==> src/rtl/multicycle_controller.sv <==
// Multicycle RV32I-subset control unit: Moore main FSM plus ALU decoder.
// Drives the shared ALU, IR, PC and memory port of the multicycle datapath.
module multicycle_controller #(
    parameter logic [3:0] RESET_STATE = 4'd0
) (
    input  logic       clk,
    input  logic       reset,
    input  logic [6:0] op,
    input  logic [2:0] funct3,
    input  logic       funct7b5,
    input  logic       zero,
    output logic       PCWrite,
    output logic       AdrSrc,
    output logic       MemWrite,
    output logic       IRWrite,
    output logic [1:0] ResultSrc,
    output logic [1:0] ALUSrcA,
    output logic [1:0] ALUSrcB,
    output logic       RegWrite,
    output logic [1:0] ImmSrc,
    output logic [2:0] ALUControl,
    output logic       illegal_op,
    output logic [3:0] state
);

    localparam logic [3:0] FETCH    = 4'd0;
    localparam logic [3:0] DECODE   = 4'd1;
    localparam logic [3:0] MEMADR   = 4'd2;
    localparam logic [3:0] MEMREAD  = 4'd3;
    localparam logic [3:0] MEMWB    = 4'd4;
    localparam logic [3:0] MEMWRITE = 4'd5;
    localparam logic [3:0] EXECUTER = 4'd6;
    localparam logic [3:0] EXECUTEI = 4'd7;
    localparam logic [3:0] ALUWB    = 4'd8;
    localparam logic [3:0] BEQ      = 4'd9;
    localparam logic [3:0] JAL      = 4'd10;

    localparam logic [6:0] OP_LW  = 7'b0000011;
    localparam logic [6:0] OP_SW  = 7'b0100011;
    localparam logic [6:0] OP_R   = 7'b0110011;
    localparam logic [6:0] OP_I   = 7'b0010011;
    localparam logic [6:0] OP_BEQ = 7'b1100011;
    localparam logic [6:0] OP_JAL = 7'b1101111;

    logic [3:0] next_state;
    logic [1:0] aluop;
    logic       branch;
    logic       pcupdate;
    logic       legal;

    always_ff @(posedge clk) begin
        if (reset) state <= RESET_STATE;
        else       state <= next_state;
    end

    assign legal = (op == OP_LW) || (op == OP_SW) || (op == OP_R) ||
                   (op == OP_I) || (op == OP_BEQ) || (op == OP_JAL);

    always_comb begin
        next_state = FETCH;
        case (state)
            FETCH:    next_state = DECODE;
            DECODE: begin
                case (op)
                    OP_LW, OP_SW: next_state = MEMADR;
                    OP_R:         next_state = EXECUTER;
                    OP_I:         next_state = EXECUTEI;
                    OP_BEQ:       next_state = BEQ;
                    OP_JAL:       next_state = JAL;
                    default:      next_state = FETCH;
                endcase
            end
            MEMADR:   next_state = (op == OP_LW) ? MEMREAD : MEMWRITE;
            MEMREAD:  next_state = MEMWB;
            EXECUTER: next_state = ALUWB;
            EXECUTEI: next_state = ALUWB;
            JAL:      next_state = ALUWB;
            default:  next_state = FETCH;
        endcase
    end

    // Moore outputs; unreachable codes fall to the all-zero default
    always_comb begin
        AdrSrc    = 1'b0;
        MemWrite  = 1'b0;
        IRWrite   = 1'b0;
        ResultSrc = 2'b00;
        ALUSrcA   = 2'b00;
        ALUSrcB   = 2'b00;
        RegWrite  = 1'b0;
        aluop     = 2'b00;
        branch    = 1'b0;
        pcupdate  = 1'b0;
        case (state)
            FETCH: begin
                IRWrite   = 1'b1;
                ALUSrcB   = 2'b10;
                ResultSrc = 2'b10;
                pcupdate  = 1'b1;
            end
            DECODE: begin
                ALUSrcA = 2'b01;
                ALUSrcB = 2'b01;
            end
            MEMADR: begin
                ALUSrcA = 2'b10;
                ALUSrcB = 2'b01;
            end
            MEMREAD: AdrSrc = 1'b1;
            MEMWB: begin
                ResultSrc = 2'b01;
                RegWrite  = 1'b1;
            end
            MEMWRITE: begin
                AdrSrc   = 1'b1;
                MemWrite = 1'b1;
            end
            EXECUTER: begin
                ALUSrcA = 2'b10;
                aluop   = 2'b10;
            end
            EXECUTEI: begin
                ALUSrcA = 2'b10;
                ALUSrcB = 2'b01;
                aluop   = 2'b10;
            end
            ALUWB: RegWrite = 1'b1;
            BEQ: begin
                ALUSrcA = 2'b10;
                aluop   = 2'b01;
                branch  = 1'b1;
            end
            JAL: begin
                ALUSrcA  = 2'b01;
                ALUSrcB  = 2'b10;
                pcupdate = 1'b1;
            end
            default: ;
        endcase
    end

    assign PCWrite    = pcupdate | (branch & zero);
    assign illegal_op = (state == DECODE) && !legal;

    always_comb begin
        ALUControl = 3'b000;
        case (aluop)
            2'b00: ALUControl = 3'b000;
            2'b01: ALUControl = 3'b001;
            default: begin
                case (funct3)
                    3'b000:  ALUControl = (funct7b5 & op[5]) ? 3'b001 : 3'b000;
                    3'b010:  ALUControl = 3'b101;
                    3'b110:  ALUControl = 3'b011;
                    3'b111:  ALUControl = 3'b010;
                    default: ALUControl = 3'b000;
                endcase
            end
        endcase
    end

    always_comb begin
        ImmSrc = 2'b00;
        case (op)
            OP_SW:   ImmSrc = 2'b01;
            OP_BEQ:  ImmSrc = 2'b10;
            OP_JAL:  ImmSrc = 2'b11;
            default: ImmSrc = 2'b00;
        endcase
    end

endmodule

==> config.mk <==
export PLATFORM = sky130hd
export DESIGN_NAME = multicycle_controller
export DESIGN_NICKNAME = d
export VERILOG_FILES = /design/src/rtl/multicycle_controller.sv
export SDC_FILE = /design/constraint.sdc
export NUM_CORES = 1
export LEC_CHECK = 0
export BUFFER_PORTS_ARGS = -buffer_cell sky130_fd_sc_hd__buf_2
export CAP_MARGIN = 20
export CORE_AREA = 3 3 41 43
export DETAILED_ROUTE_END_ITERATION = 16
export DIE_AREA = 0 0 44 46
export PLACE_DENSITY = 0.79
export SLEW_MARGIN = 20
export SYNTH_ARGS = -nofsm -noshare
export SYNTH_HDL_FRONTEND = slang
export SYNTH_SLANG_ARGS = --single-unit
==> constraint.sdc <==
create_clock -name clk -period 1.32 [get_ports clk]
set_input_delay 0 -clock clk [delete_from_list [all_inputs] [get_ports clk]]
set_output_delay 0 -clock clk [all_outputs]
set_load 0.01 [all_outputs]
-- Word-level counts from Yosys, hierarchy flattened
Cells that the tools add are included.
W data, S select, Z words.
- bits in registers: 4
- word-level logic and storage cells: 60
- bits of input ports: 14
- output and inout port bits: 21
- bitwise gates (word level): 3
- reductions and logical operators: 19
- eq/ne operators: 20
- mux-type cells: 17
- operators with widths (cell ; count):
    $pmux W4 S5 ; 2
    $eq A4 B3 Y1 const B ; 4
    $pmux W2 S2 ; 4
    $eq A7 B6 Y1 const B ; 2
    $eq A7 B7 Y1 const B ; 2
    $eq A4 B4 Y1 const B ; 3
    $pmux W3 S4 ; 1
    $reduce_or A2 Y1 ; 6
    $eq A4 B2 Y1 const B ; 2
    $eq A7 B2 Y1 const B ; 1
    $eq A7 B5 Y1 const B ; 1
    $mux W1 ; 7
    $eq A3 B3 Y1 const B ; 2
    $pmux W2 S3 ; 1
    $pmux W3 S2 ; 1
    $reduce_or A3 Y1 ; 2
    $logic_or A1 B1 Y1 ; 5
    $eq A4 B1 Y1 const B ; 1
    $logic_not A4 Y1 ; 1
    $reduce_or A4 Y1 ; 1
    $eq A3 B2 Y1 const B ; 1
    $logic_not A3 Y1 ; 1
    $mux W3 ; 1
    $and A1 B1 Y1 ; 2
    5 further kinds ; 5

-- Logic depth before layout (Yosys ltp)
Gate-level depths: netlist of the first run.
- depth in word-level cells: 8
- depth in mapped cells: 4
- depth with buffers taken out: 3

-- Least setup slack after synthesis of the first run
No wires, ideal clock.
- path kind: flip-flop to output port
- from: reg state[3]
- to: out ResultSrc[1]
- slack: -0.045 ns
- buffers on the path: 3
- data required time: 1.320 ns
- stages on the path, launching flop included: 5
- arrival: 1.365 ns
- cells stage by stage: dfxtp_1 buf_6 buf_2 nor4_1 buf_4
- longest elaborated chain between the ends: 2
- elaborated cells between the ends (all ways): 3
- classes of those cells: eq/ne (1); mux (1); reduce/logical (1)
- ends and longest elaborated chain (what ; line ; text):
    start: declaration ; 23 ; output logic [3:0] state
    start signal: assignment ; 53 ; else state <= next_state;
    $eq A4 B3 Y1 / $logic_not A4 Y1 (equally long branches) ; 94 ; case (state)
    $pmux W2 S2 * ; 94 ;
    end: declaration ; 16 ; output logic [1:0] ResultSrc,
Mark *: on every way between the ends. The rest lies on a longest branch, timed or not.

-- Worst setup path in the final report of the first run
- from: reg state[0]
- to: out PCWrite
- longest elaborated chain between the ends: 4
- elaborated cells between the ends (all ways): 8
- classes of those cells: eq/ne (2); mux (2); bitwise (2); reduce/logical (2)
- ends and longest elaborated chain (what ; line ; text):
    $eq A4 B4 Y1 / $logic_not A4 Y1 (equally long branches) ; 94 ;
    $reduce_or A2 Y1 (no line) / $mux W1 (equally long branches) ; -- ;
    $mux W1 / $and A1 B1 Y1 (equally long branches) ; 94, 142 ;
    $or A1 B1 Y1 * ; 142 ; assign PCWrite = pcupdate | (branch & zero);
    end: declaration ; 12 ; output logic PCWrite,
Marks and branches as above.

==> results.tsv, run 1 <==
stage	metric	value	unit
global_route	antenna_found_initial	0	
timing	rsz0062_at_grt	true	
synth	seq_area_frac_synth	14.9	%
place	place_area	766	µm²
synth	synth.distinct_cells	31	
synth	syn-num-nets	90	
global_route	grt_busiest_layer	met2	
floorplanning	die_w	44	µm
worst_setup_path	required	1.32	ns
floorplanning	io_pins	35	
global_route	use_met1	20.6	%
synth	synthCells	76	
final_layout	diodes	0	
floorplanning	fp.dieArea	2020	µm²
global_route	first_global_vias	642	
final_layout	largest_reg_flops	4	
job	drv_cap	0	
hold_path	hold_path_class	in -> reg	
synth	ys_warn_count	0	
synth	yosysTopAreaCellShare	14.9	%
place	post-place-ws	0.0608	ns
final_layout	largest_register	state	
global_route	grt_overflow_total	0	
final_layout	final_area	997	µm²
worst_setup_path	reg2reg_from	state[3]	
global_route	grt.total_usage	18.1	%
power	intPower	0.326	mW
detailed_routing	wl_per_cell	15.3	µm
synth	synth.avg_cell_area	7.06	µm²
floorplanning	initial_core_util	40.2	%
worst_setup_path	r2r_end	state[2]	
power	pwr-share-seq	25.0	%
power	total_power	0.488	mW
final_layout	nets	142	
global_route	use_met3	2.37	%
timing	finalSetupViolations	3	
final_layout	nFillCells	115	
timing	hold_viol_final	0	
detailed_routing	vias_per_cell	5.62	
final_layout	area_growth_syn_to_layout	85.8	%
floorplanning	rows	13	
floorplanning	core	1330	µm²
power	vdd_ir_drop_max	0.324	mV
power	p_comb_share	41.6	%
place	placed_cells	129	
floorplanning	fp.dieH	46	µm
worst_setup_path	cp-endpoint	PCWrite	
timing	fin_skew	0.00364	ns
worst_setup_path	worst_setup_path_end_kind	output pin	
worst_setup_path	cp-startpoint	state[0]	
worst_setup_path	rr_worst_depth	3	
clock_tree	postCtsHoldBufs	0	
timing	tns	-0.100	ns
timing	fin_ws	-0.0539	ns
timing	period_share	104	%
final_layout	instances_no_fill	141	
final_layout	drive_gt1_share	60.3	%
clock_tree	cts_inserted_buffers	3	
clock_tree	cts_root_buf	clkbuf_4	
timing	fmax	728	MHz
worst_setup_path	critical_path_arrival	1.37	ns
run_status	status	finished with violations	
place	routabilityCongestion	0.853	
synth	synth.largest_area_cell	dfxtp_1	
timing	worst_slew_pin_slew	0.368	ns
timing	whs	0.0476	ns
run_status	violations	setup timing	
clock_tree	clk_latency	0.25	ns
worst_setup_path	critPathMaxFanout	5	
worst_setup_path	r2r_slack	0.03	ns
global_route	grt_use_met2	34.3	%
clock_tree	clk_pin_slew_worst_paths	0.04	ns
power	leakage	0.479	nW
detailed_routing	antenna_left	0	
timing	period_minus_slack	1.37	ns
detailed_routing	drtIter0Drc	17	
power	swShare	33.2	%
synth	ys_ff_latch	4	
final_layout	mostFrequentLayoutCells	34 x buf_2, 13 x buf_4, 7 x nor3_1	
global_route	grt_start_max_net_pins	12	
final_layout	final_common_cell	buf_2	
synth	netlist_area	537	µm²
place	port_buffers	34	
final_layout	post-route-util	74.8	%
final_layout	top_regs	state x4	
worst_setup_path	worst_setup_path_start_kind	flop	
timing	maxSlewHeadroom	75.3	%
power	pwr_density_cell	489	nW/µm²
clock_tree	clockBufferDepth	2	
hold_path	hold_path_startpoint	op[6]	
power	clkPwrFrac	33.4	%
worst_setup_path	path_class	reg -> out	
place	hpwl	1370	µm
detailed_routing	routed_wl	2160	µm
synth	synth_area_leaders	dfxtp_1 15%, nor3_1 7.5%, nand2b_1 5.8%, a21oi_1 5.6%, xnor2_1 4.9%	
detailed_routing	drc	0	
global_route	grt_pass1_wl	2700	µm
power	p_sw	0.162	mW
clock_tree	clock-sinks	4	
detailed_routing	via_count	793	
detailed_routing	drt_pass1_iterations	5	
clock_tree	cts_tree	yes	
clock_tree	htree_num_levels	1	
timing	finalMaxSlewViolations	0	
## how the worst min path moves through the flow
stage                               end  slack (ns)  depth (start not counted)
after floorplan           ALUControl[2]        0.05                          1
after global placement    ALUControl[2]        0.25                          3
after detailed placement  ALUControl[2]        0.26                          3
after CTS                      state[3]        0.05                          3
after global routing           state[3]        0.05                          3
final                          state[3]        0.05                          3
## power groups by stage
stage	clock [mW]	sequential (mW)	combinational, mW
floorplan	0	0.131	0.0779
global placement	0	0.130	0.146
detailed placement	0	0.130	0.149
CTS	0.155	0.123	0.165
global route	0.168	0.122	0.216
finish	0.163	0.122	0.203
## per-layer routing
| layer | vias to the layer above | share of wire (%) | wire length (µm) |
|---|---|---|---|
| li1 | 382 | - | - |
| met4 | 0 | 0.88 | 19 |
| met5 | - | 0 | 0 |
| met2 | 38 | 51 | 1090 |
| met1 | 371 | 41 | 895 |
| met3 | 2 | 6.9 | 150 |
## timing repair
| item | 4_1_cts | 5_1_grt |
|---|---|---|
| gates resized for setup | 16 | 17 |
| endpoints found under the setup margin | 11 | 11 |
| pin swaps | 2 | 9 |
| setup buffers | 4 | 5 |
## critical path, stage by stage, from the launching register on
cell,delay (ns)
dfxtp_4,0.34
buf_6,0.12
buf_4,0.13
nor2_4,0.10
nor2_1,0.06
a211oi_2,0.21
buf_2,0.17
## final cells by class
class | instances | area, µm² | area share [%]
clock buffer | 3 | 22.5 | 2.26
multi-input combinational | 63 | 507 | 50.8
sequential | 4 | 95.1 | 9.54
timing repair buffer | 53 | 343 | 34.4
tap | 15 | 18.8 | 1.88
inverter | 3 | 11.3 | 1.13
## logic make-up (layout without fill, tap and decap cells)
logic type                Yosys count  count (layout)  synth area share [%]
and+or+nand+nor                    43              43                  47.6
AOI/OAI and AO/OA                  16              16                  21.2
buffers and inverters               9              59                  9.79
DFF                                 4               4                  14.9
xor gates and xnor gates            4               4                  6.53
## synthesized netlist by cell type
cell and n:
o41ai_1 1, xnor2_1 3, a31oi_1 2, nor3b_1 3
a21o_1 1, and4bb_1 1, nor2b_1 4, a2111oi_2 1
nand4_1 3, buf_2 3, xor2_1 1, dfxtp_1 4
and4b_1 1, a21oi_1 6, inv_1 2, nor4_1 2
buf_6 1, nor2_1 4, o211ai_1 1, nand3_1 2
nand2b_1 5, nor4b_1 1, buf_4 2, or3_4 1
and2_1 1, inv_2 1, and3_1 2, nand2_1 5
a211oi_1 3, a221o_1 1, nor3_1 8
Power figures use the tool's default switching activity.
==> run 2, diff against run 1 <==
GPL_ROUTABILITY_DRIVEN = 0   (was not set)
SETUP_SLACK_MARGIN = 0.15   (was not set)
==> results.tsv, run 2 (same netlist as run 1, synthesis figures left out) <==
stage	metric	value	unit
run_status	status	finished with violations	
run_status	violations	setup timing	
timing	fin_ws	-0.0728	ns
timing	tns	-0.168	ns
final_layout	area_growth_syn_to_layout	112	%
hold_path	hold_path_class	in -> reg	
clock_tree	postCtsHoldBufs	0	
floorplanning	initial_core_util	40.2	%
timing	rsz0062_at_grt	true	
final_layout	multiInputGateArea	592	µm²
final_layout	regArea	95.1	µm²
final_layout	top_regs	state x4	
clock_tree	clk_latency	0.24	ns
timing	fin_skew	0.00354	ns
worst_setup_path	path_class	reg -> out	
worst_setup_path	required	1.32	ns
timing	finalMaxSlewViolations	0	
clock_tree	clockBufferDepth	2	
detailed_routing	vias_per_cell	6.22	
detailed_routing	antenna_left	0	
place	place_area	774	µm²
clock_tree	clock-sinks	4	
worst_setup_path	worst_setup_path_start_kind	flop	
timing	hold_viol_final	0	
timing	period_minus_slack	1.39	ns
power	total_power	0.507	mW
floorplanning	die_w	44	µm
clock_tree	clk_pin_slew_worst_paths	0.04	ns
global_route	grt_overflow_total	0	
clock_tree	htree_num_levels	1	
final_layout	nFillCells	72	
final_layout	final_common_cell	buf_2	
place	post-place-ws	0.108	ns
final_layout	final_area	1140	µm²
floorplanning	rows	13	
worst_setup_path	critical_path_arrival	1.39	ns
place	port_buffers	34	
final_layout	largest_register	state	
detailed_routing	drc	0	
place	hpwl	1350	µm
worst_setup_path	worst_setup_path_end_kind	output pin	
final_layout	diodes	0	
worst_setup_path	critPathMaxFanout	7	
detailed_routing	via_count	890	
global_route	grt.total_usage	21.2	%
timing	finalSetupViolations	3	
timing	period_share	106	%
floorplanning	fp.dieH	46	µm
global_route	antenna_found_initial	0	
final_layout	largest_reg_flops	4	
final_layout	mostFrequentLayoutCells	33 x buf_2, 13 x buf_4	
power	pwr_density_cell	445	nW/µm²
job	drv_cap	0	
detailed_routing	wl_per_cell	19.2	µm
timing	maxSlewHeadroom	75.1	%
global_route	grt_start_max_net_pins	9	
floorplanning	core	1330	µm²
final_layout	nets	144	
power	leakage	0.519	nW
power	vdd_ir_drop_max	0.298	mV
floorplanning	fp.dieArea	2020	µm²
timing	whs	0.0684	ns
global_route	first_global_vias	794	
floorplanning	io_pins	35	
timing	fmax	718	MHz
final_layout	drive_gt1_share	68.0	%
clock_tree	cts_tree	yes	
global_route	grt_pass1_wl	3230	µm
detailed_routing	drt_pass1_iterations	5	
clock_tree	cts_root_buf	clkbuf_4	
detailed_routing	routed_wl	2740	µm
clock_tree	cts_inserted_buffers	3	
timing	worst_slew_pin_slew	0.371	ns
detailed_routing	drtIter0Drc	40	
run 2: cell count changes in the layout (fill, tap and decap cells not counted), moves of 2 or more:
cell and delta:
nor3_2 +2, nor3_1 -3, buf_8 +2, nand2_1 -2
run 2: per-layer routing:
layer  global-route usage (%)  share of wire, %  vias up
met2                     40.4                51       71
li1                         -                 -      390
met4                     9.64               2.6        0
met1                     23.4                37      418
met3                     1.98               8.9       11
met5                        0                 0        -
run 2: repair_timing:
action,4_1_cts,5_1_grt
setup endpoints to repair,17,18
pin swaps,3,10
buffers inserted,4,6
gates cloned,1,0
gates resized for setup,25,25
run 2: path summary, 6_finish.rpt:
check | end | cells after the start | slack [ns] | from
max | ALUControl[2] | 5 | -0.07 | state[1]
min | state[3] | 3 | 0.07 | op[6]
max reg2reg | state[0] | 5 | 0.05 | state[1]
min reg2reg | state[1] | 2 | 0.67 | state[2]
run 2: worst max-delay path, stage by stage, from the launching register on:
cell and delay (ns):
dfxtp_4 0.39, buf_4 0.13, buf_8 0.12, nand2_4 0.06, nor4_2 0.24, buf_2 0.20
run 2: per-stage QoR:
step / util [%] / instances
floorplan: - / 76
global placement: 58.1 / 129
detailed placement: 58.1 / 129
CTS: 72.5 / 137
global route: 85.5 / 143
finish: 85.5 / 143
run 2: final cells by class:
type	instances	area share, %
clock buffer	3	1.98
inverter	3	0.988
multi-input combinational	63	51.9
sequential	4	8.34
tap	15	1.65
timing repair buffer	55	35.1
run 2: power by group:
group	switching [mW]	internal, mW
clock network	0.0579	0.102
logic	0.109	0.111
registers	0.00831	0.118
total	0.175	0.332
